==> config.mk <==
export PLATFORM = sky130hd
export DESIGN_NAME = fetch_ctrl_flat
export DESIGN_NICKNAME = d
export VERILOG_FILES = /design/src/rtl/fetch_ctrl_pkg.sv /design/src/rtl/fetch_ctrl_if.sv /design/src/rtl/fetch_ctrl_fe_redirect.sv /design/src/rtl/fetch_ctrl.sv /design/src/flat_wrapper.sv
export SDC_FILE = /design/constraint.sdc
export NUM_CORES = 1
export LEC_CHECK = 0
export ABC_AREA = 1
export BUFFER_PORTS_ARGS = -buffer_cell sky130_fd_sc_hd__buf_4
export CORE_UTILIZATION = 38
export CTS_BUF_LIST = sky130_fd_sc_hd__clkbuf_8
export CTS_CLUSTER_SIZE = 16
export DETAILED_ROUTE_END_ITERATION = 10
export PLACE_DENSITY = 0.71
export SLEW_MARGIN = 20
export SYNTH_ARGS = -nofsm -noshare
export SYNTH_HDL_FRONTEND = slang
export SYNTH_SLANG_ARGS = --single-unit
==> constraint.sdc <==
create_clock -name clk -period 1.75 [get_ports clk]
set_clock_uncertainty 0.15 [all_clocks]
set_input_delay 0.175 -clock clk [delete_from_list [all_inputs] [get_ports clk]]
set_output_delay 0.175 -clock clk [all_outputs]
set_load 0.005 [all_outputs]
==> src/rtl/fetch_ctrl_pkg.sv <==
// Shared types and constants for the instruction fetch controller.
package fetch_ctrl_pkg;

    typedef logic [31:0] addr_bus_t;

    localparam addr_bus_t ZERO_32          = '0;
    localparam addr_bus_t RESET_PC_DEFAULT = 32'hBFC0_0000;

    typedef enum logic [2:0] {
        FE_RST,
        FE_REQ,
        FE_WAIT,
        FE_OUT,
        FE_DISCARD
    } fe_state_t;

endpackage

==> src/rtl/fetch_ctrl_if.sv <==
// SRAM-like instruction read bus between the fetch controller and the instruction memory.
interface fetch_ctrl_if;
    import fetch_ctrl_pkg::*;

    logic      inst_req;
    addr_bus_t inst_addr;
    logic      inst_addr_ok;
    logic      inst_data_ok;
    addr_bus_t inst_rdata;

    modport master (
        output inst_req,
        output inst_addr,
        input  inst_addr_ok,
        input  inst_data_ok,
        input  inst_rdata
    );

    modport slave (
        input  inst_req,
        input  inst_addr,
        output inst_addr_ok,
        output inst_data_ok,
        output inst_rdata
    );

endinterface

==> src/rtl/fetch_ctrl_fe_redirect.sv <==
// Pending-redirect register: holds a branch or flush target until the fetch FSM consumes it.
module fe_redirect
    import fetch_ctrl_pkg::*;
(
    input  logic      clk,
    input  logic      resetn,
    input  logic      flush,
    input  addr_bus_t flush_pc,
    input  logic      br_taken,
    input  addr_bus_t br_target,
    input  logic      consume,
    output logic      redir_valid,
    output addr_bus_t redir_target
);

    logic      pend_valid;
    logic      pend_flush;
    addr_bus_t pend_target;

    // Same-cycle requests bypass the register; a stored flush target is never replaced by a branch.
    always_comb begin
        redir_valid  = pend_valid;
        redir_target = pend_target;
        if (flush) begin
            redir_valid  = 1'b1;
            redir_target = flush_pc;
        end else if (br_taken && !pend_flush) begin
            redir_valid  = 1'b1;
            redir_target = br_target;
        end
    end

    always_ff @(posedge clk or negedge resetn) begin
        if (!resetn) begin
            pend_valid  <= 1'b0;
            pend_flush  <= 1'b0;
            pend_target <= ZERO_32;
        end else if (consume) begin
            pend_valid  <= 1'b0;
            pend_flush  <= 1'b0;
        end else if (flush) begin
            pend_valid  <= 1'b1;
            pend_flush  <= 1'b1;
            pend_target <= flush_pc;
        end else if (br_taken && !pend_flush) begin
            pend_valid  <= 1'b1;
            pend_target <= br_target;
        end
    end

endmodule

==> src/rtl/fetch_ctrl.sv <==
// Instruction fetch controller: one outstanding SRAM-like read, output register with stall,
// delayed-branch and flush redirection.
module fetch_ctrl
    import fetch_ctrl_pkg::*;
#(
    parameter addr_bus_t RESET_PC = RESET_PC_DEFAULT
) (
    input  logic                clk,
    input  logic                resetn,
    input  logic                flush,
    input  addr_bus_t           flush_pc,
    input  logic                br_taken,
    input  addr_bus_t           br_target,
    input  logic                stall_fe,
    fetch_ctrl_if.master        inst_bus,
    output logic                fe_valid,
    output addr_bus_t           fe_pc,
    output addr_bus_t           fe_inst
);

    fe_state_t state, state_n;
    addr_bus_t pc, pc_n;
    addr_bus_t out_pc, out_inst;
    logic      capture;
    logic      consume;
    logic      redir_valid;
    addr_bus_t redir_target;

    fe_redirect u_redirect (
        .clk          (clk),
        .resetn       (resetn),
        .flush        (flush),
        .flush_pc     (flush_pc),
        .br_taken     (br_taken),
        .br_target    (br_target),
        .consume      (consume),
        .redir_valid  (redir_valid),
        .redir_target (redir_target)
    );

    always_ff @(posedge clk or negedge resetn) begin
        if (!resetn) begin
            state    <= FE_RST;
            pc       <= ZERO_32;
            out_pc   <= ZERO_32;
            out_inst <= ZERO_32;
        end else begin
            state <= state_n;
            pc    <= pc_n;
            if (capture) begin
                out_pc   <= pc;
                out_inst <= inst_bus.inst_rdata;
            end
        end
    end

    // Every redirect goes through redir_target so a stored flush survives into DISCARD.
    always_comb begin
        state_n = state;
        pc_n    = pc;
        capture = 1'b0;
        consume = 1'b0;
        case (state)
            FE_RST: begin
                state_n = FE_REQ;
                pc_n    = RESET_PC;
            end
            FE_REQ: begin
                if (flush) begin
                    if (inst_bus.inst_addr_ok) begin
                        state_n = FE_DISCARD;
                    end else begin
                        pc_n    = redir_target;
                        consume = 1'b1;
                    end
                end else if (inst_bus.inst_addr_ok) begin
                    state_n = FE_WAIT;
                end
            end
            FE_WAIT: begin
                if (flush) begin
                    if (inst_bus.inst_data_ok) begin
                        state_n = FE_REQ;
                        pc_n    = redir_target;
                        consume = 1'b1;
                    end else begin
                        state_n = FE_DISCARD;
                    end
                end else if (inst_bus.inst_data_ok) begin
                    state_n = FE_OUT;
                    capture = 1'b1;
                end
            end
            FE_OUT: begin
                if (flush) begin
                    state_n = FE_REQ;
                    pc_n    = redir_target;
                    consume = 1'b1;
                end else if (!stall_fe) begin
                    state_n = FE_REQ;
                    if (redir_valid) begin
                        pc_n    = redir_target;
                        consume = 1'b1;
                    end else begin
                        pc_n = pc + 32'd4;
                    end
                end
            end
            FE_DISCARD: begin
                if (inst_bus.inst_data_ok) begin
                    state_n = FE_REQ;
                    pc_n    = redir_target;
                    consume = 1'b1;
                end
            end
            default: state_n = FE_RST;
        endcase
    end

    assign inst_bus.inst_req  = (state == FE_REQ);
    assign inst_bus.inst_addr = pc;
    assign fe_valid           = (state == FE_OUT);
    assign fe_pc              = fe_valid ? out_pc   : ZERO_32;
    assign fe_inst            = fe_valid ? out_inst : ZERO_32;

endmodule

==> src/flat_wrapper.sv <==
// flat-port wrapper written by rule: the top's interface ports become plain ports
module fetch_ctrl_flat import fetch_ctrl_pkg::*;
#(
    parameter addr_bus_t RESET_PC = RESET_PC_DEFAULT
)
  (clk, resetn, flush, flush_pc, br_taken, br_target, stall_fe, fe_valid, fe_pc, fe_inst, inst_bus_inst_req, inst_bus_inst_addr, inst_bus_inst_addr_ok, inst_bus_inst_data_ok, inst_bus_inst_rdata);
  fetch_ctrl_if inst_bus_i ();
  input  logic clk;
  input  logic resetn;
  input  logic flush;
  input  addr_bus_t flush_pc;
  input  logic br_taken;
  input  addr_bus_t br_target;
  input  logic stall_fe;
  output logic fe_valid;
  output addr_bus_t fe_pc;
  output addr_bus_t fe_inst;
  output wire logic [$bits(inst_bus_i.inst_req)-1:0] inst_bus_inst_req;
  output wire logic [$bits(inst_bus_i.inst_addr)-1:0] inst_bus_inst_addr;
  input wire logic [$bits(inst_bus_i.inst_addr_ok)-1:0] inst_bus_inst_addr_ok;
  input wire logic [$bits(inst_bus_i.inst_data_ok)-1:0] inst_bus_inst_data_ok;
  input wire logic [$bits(inst_bus_i.inst_rdata)-1:0] inst_bus_inst_rdata;
  assign inst_bus_inst_req = inst_bus_i.inst_req;
  assign inst_bus_inst_addr = inst_bus_i.inst_addr;
  assign inst_bus_i.inst_addr_ok = inst_bus_inst_addr_ok;
  assign inst_bus_i.inst_data_ok = inst_bus_inst_data_ok;
  assign inst_bus_i.inst_rdata = inst_bus_inst_rdata;
  fetch_ctrl #(.RESET_PC(RESET_PC)) u_core (.clk(clk), .resetn(resetn), .flush(flush), .flush_pc(flush_pc), .br_taken(br_taken), .br_target(br_target), .stall_fe(stall_fe), .inst_bus(inst_bus_i), .fe_valid(fe_valid), .fe_pc(fe_pc), .fe_inst(fe_inst));
endmodule
==> results_dict.tcl <==
set metrics [dict create \
    status "complete, but fails checks" \
    violations "negative setup slack" \
    clk_latency_ns 0.46 \
    syn_area_mm2 0.007421 \
    numPortBuffers 200 \
    seq_area_mm2 0.003329 \
    grt_pass1_vias 7901 \
    critPathKind "flip-flop to output pin" \
    cp_data_arrival_time_ns 1.61 \
    numCtsBuffers 17 \
    h-tree-depth 4 \
    setup_viol 120 \
    worstPathMaxFanout 12 \
    ir_drop_v 0.0006947 \
    synth_edf_count 0 \
    gp_congestion 0.9559 \
    syn_inst 1078 \
    multi_input_area_mm2 0.003585 \
    final_cell_area_mm2 0.01185 \
    grt_overflow 0 \
    cts.sinks 133 \
    routedWlPerCell_um 15.43 \
    synthTopCellsByArea "dfrtp_1 45%, nand2_1 13%, nor2_1 9.6%" \
    io_pins 201 \
    final_nets 1534 \
    grt_setup_unrepaired "yes" \
    fillers 1631 \
    first_iter_violations 636 \
    ys.flop_type "dfrtp_1" \
    slew_viol_final 0 \
    syn_area_per_cell_um2 6.884 \
    n_antenna_cell 0 \
    finalCriticalPeriod_ns 1.936 \
    ys_types 35 \
    row_count 50 \
    cp-end-kind "output pin" \
    synth_top_area_share_pct 44.85 \
    power.density_mw_per_mm2 1462 \
    drv_cap 0 \
    cts_tree "yes" \
    die_x_um 141.7 \
    cts-root-buf "clkbuf_8" \
    drc 0 \
    syn-num-nets 1182 \
    via_per_inst 4.855 \
    grtUsageTotal_pct 25.67 \
    die_y_um 141.7 \
    max_clock_freq_mhz 516.5 \
    dieArea_mm2 0.02009 \
    grt_pass1_wl_mm 39.99 \
    crit_required_ns 1.42 \
    yosysWarnings 0 \
    antenna_left 0 \
    placed_area_mm2 0.009769 \
    clockBufferDepth 2 \
    worst_pin_slew_ns 0.3305 \
    antenna_found_initial 0 \
    grt_max_degree 58 \
    async_flop_share_pct 100.0 \
    clkTransAtPathRegs_ns 0.08 \
    fin_crit_sh_pct 110.6 \
    num_vias 8268 \
    worst_slack_ns -0.1860 \
    slew_headroom_pct 77.73 \
    synth_largest_area_cell "dfrtp_1" \
    dp_hpwl_mm 17.32 \
    syn_to_final_growth_pct 59.62 \
    first_pass_iters 5 \
    hp-class "input pin to asynchronous set/reset pin" \
    synth_commonest_cells "259 x nand2_1, 189 x nor2_1, 156 x inv_1, 133 x dfrtp_1, 115 x o21ai_0" \
    tns_ns -11.96 \
    drt-total-wl_mm 26.28 \
    synth_most_common_cell "nand2_1" \
    p_leak_nw 5.971 \
    start_kind "flip-flop" \
    hold_viol 0 \
    ys_ff_latch 133 \
    start_util_pct 39.28 \
    drive_gt1_share_pct 31.46 \
    coreArea_mm2 0.01889 \
    ys_seq_area_share_pct 44.85 \
]
-- flip-flops by register name, indices dropped and copies added, names as in the netlist --
| name | count |
|---|---|
| u_core.out_inst | 32 |
| u_core.state | 3 |
| u_core.out_pc | 32 |
| u_core.u_redirect.pend_flush | 1 |
| u_core.u_redirect.pend_valid | 1 |
| u_core.inst_bus.inst_addr | 32 |
| u_core.u_redirect.pend_target | 32 |
-- report_power, final --
part	internal, W	switching, W	leakage (nW)
combinational	0.00394	0.00510	4.17
sequential	0.00447	0.000809	1.57
clock	0.00160	0.00140	0.227
-- path summary, 6_finish.rpt --
check	cells after the start	slack [ns]	start	to
max	6	-0.19	u_core.state[2]	fe_inst[18]
min	2	0.03	resetn	u_core.out_pc[18]
max reg2reg	11	-0.17	u_core.state[1]	u_core.inst_bus.inst_addr[25]
min reg2reg	2	0.34	u_core.out_pc[7]	u_core.out_pc[7]
max in group asynchronous	3	0.83	resetn	u_core.inst_bus.inst_addr[19]
min in group clk	5	0.03	br_target[15]	u_core.u_redirect.pend_target[15]
-- area by class of cell --
cell class / instances / area share (%)
tap: 260 / 2.746
inverter: 163 / 5.503
clock inverter: 15 / 1.849
multi-input combinational: 735 / 30.26
clock buffer: 17 / 1.975
timing repair buffer: 378 / 29.37
timing repair inverter: 2 / 0.1901
sequential: 133 / 28.11
-- layout by cell type (no fill, tap or decap), types with 39 or more instances in the layout --
cell,Yosys,layout
dfrtp_1,133,132
nand3_1,42,39
nand2_1,259,256
o21ai_0,115,103
nor2_2,3,45
nor2_1,189,127
dlygate4sd3_1,0,67
a21oi_1,69,65
buf_4,2,262
inv_1,156,150
-- kinds of logic (layout without fill, tap and decap cells) --
logic type      Yosys count  count (layout)  synth area share (%)
compound gates          220             220                 15.53
fa+ha+maj                 1               1                0.1686
buf+inv                 211             575                 11.72
flops                   133             133                 44.85
simple gates            513             514                 27.74
-- worst max-delay path, cell delays in order (launching register included) --
cell and delay (ns):
dfrtp_1 0.40, inv_2 0.08, nand3_4 0.10, buf_12 0.16, buf_6 0.16, nor2_4 0.12, buf_4 0.13
-- repair_timing --
item	4_1_cts	5_1_grt
endpoints found under the hold margin	194	0
gates resized for setup	103	57
gates cloned	7	5
setup buffers	15	6
endpoints found under the setup margin	110	140
pin swaps	7	5
hold buffers	67	0
-- stage by stage --
step | hold slack, ns | utilization, % | power [W] | setup WS [ns] | cells
global route | 0.02703 | 62.70 | 0.01850 | -0.2626 | 1703
detailed placement | -0.08003 | 51.71 | 0.01225 | -0.07720 | 1571
global placement | -0.08568 | 51.71 | 0.01207 | -0.07616 | 1571
finish | 0.02677 | 62.70 | 0.01732 | -0.1860 | 1703
CTS | 0.001943 | 60.95 | 0.01682 | -0.1686 | 1692
floorplan | -0.2706 | - | 0.009298 | 0.08084 | 1078
-- metal layers --
layer | global-route usage [%] | share of wire (%) | up-vias
li1 | - | - | 4063
met5 | 0 | 0 | -
met2 | 40.29 | 46 | 358
met4 | 9.791 | 2.4 | 0
met3 | 6.075 | 7.8 | 50
met1 | 34.30 | 44 | 3797
(Power assumes the default switching activity.)
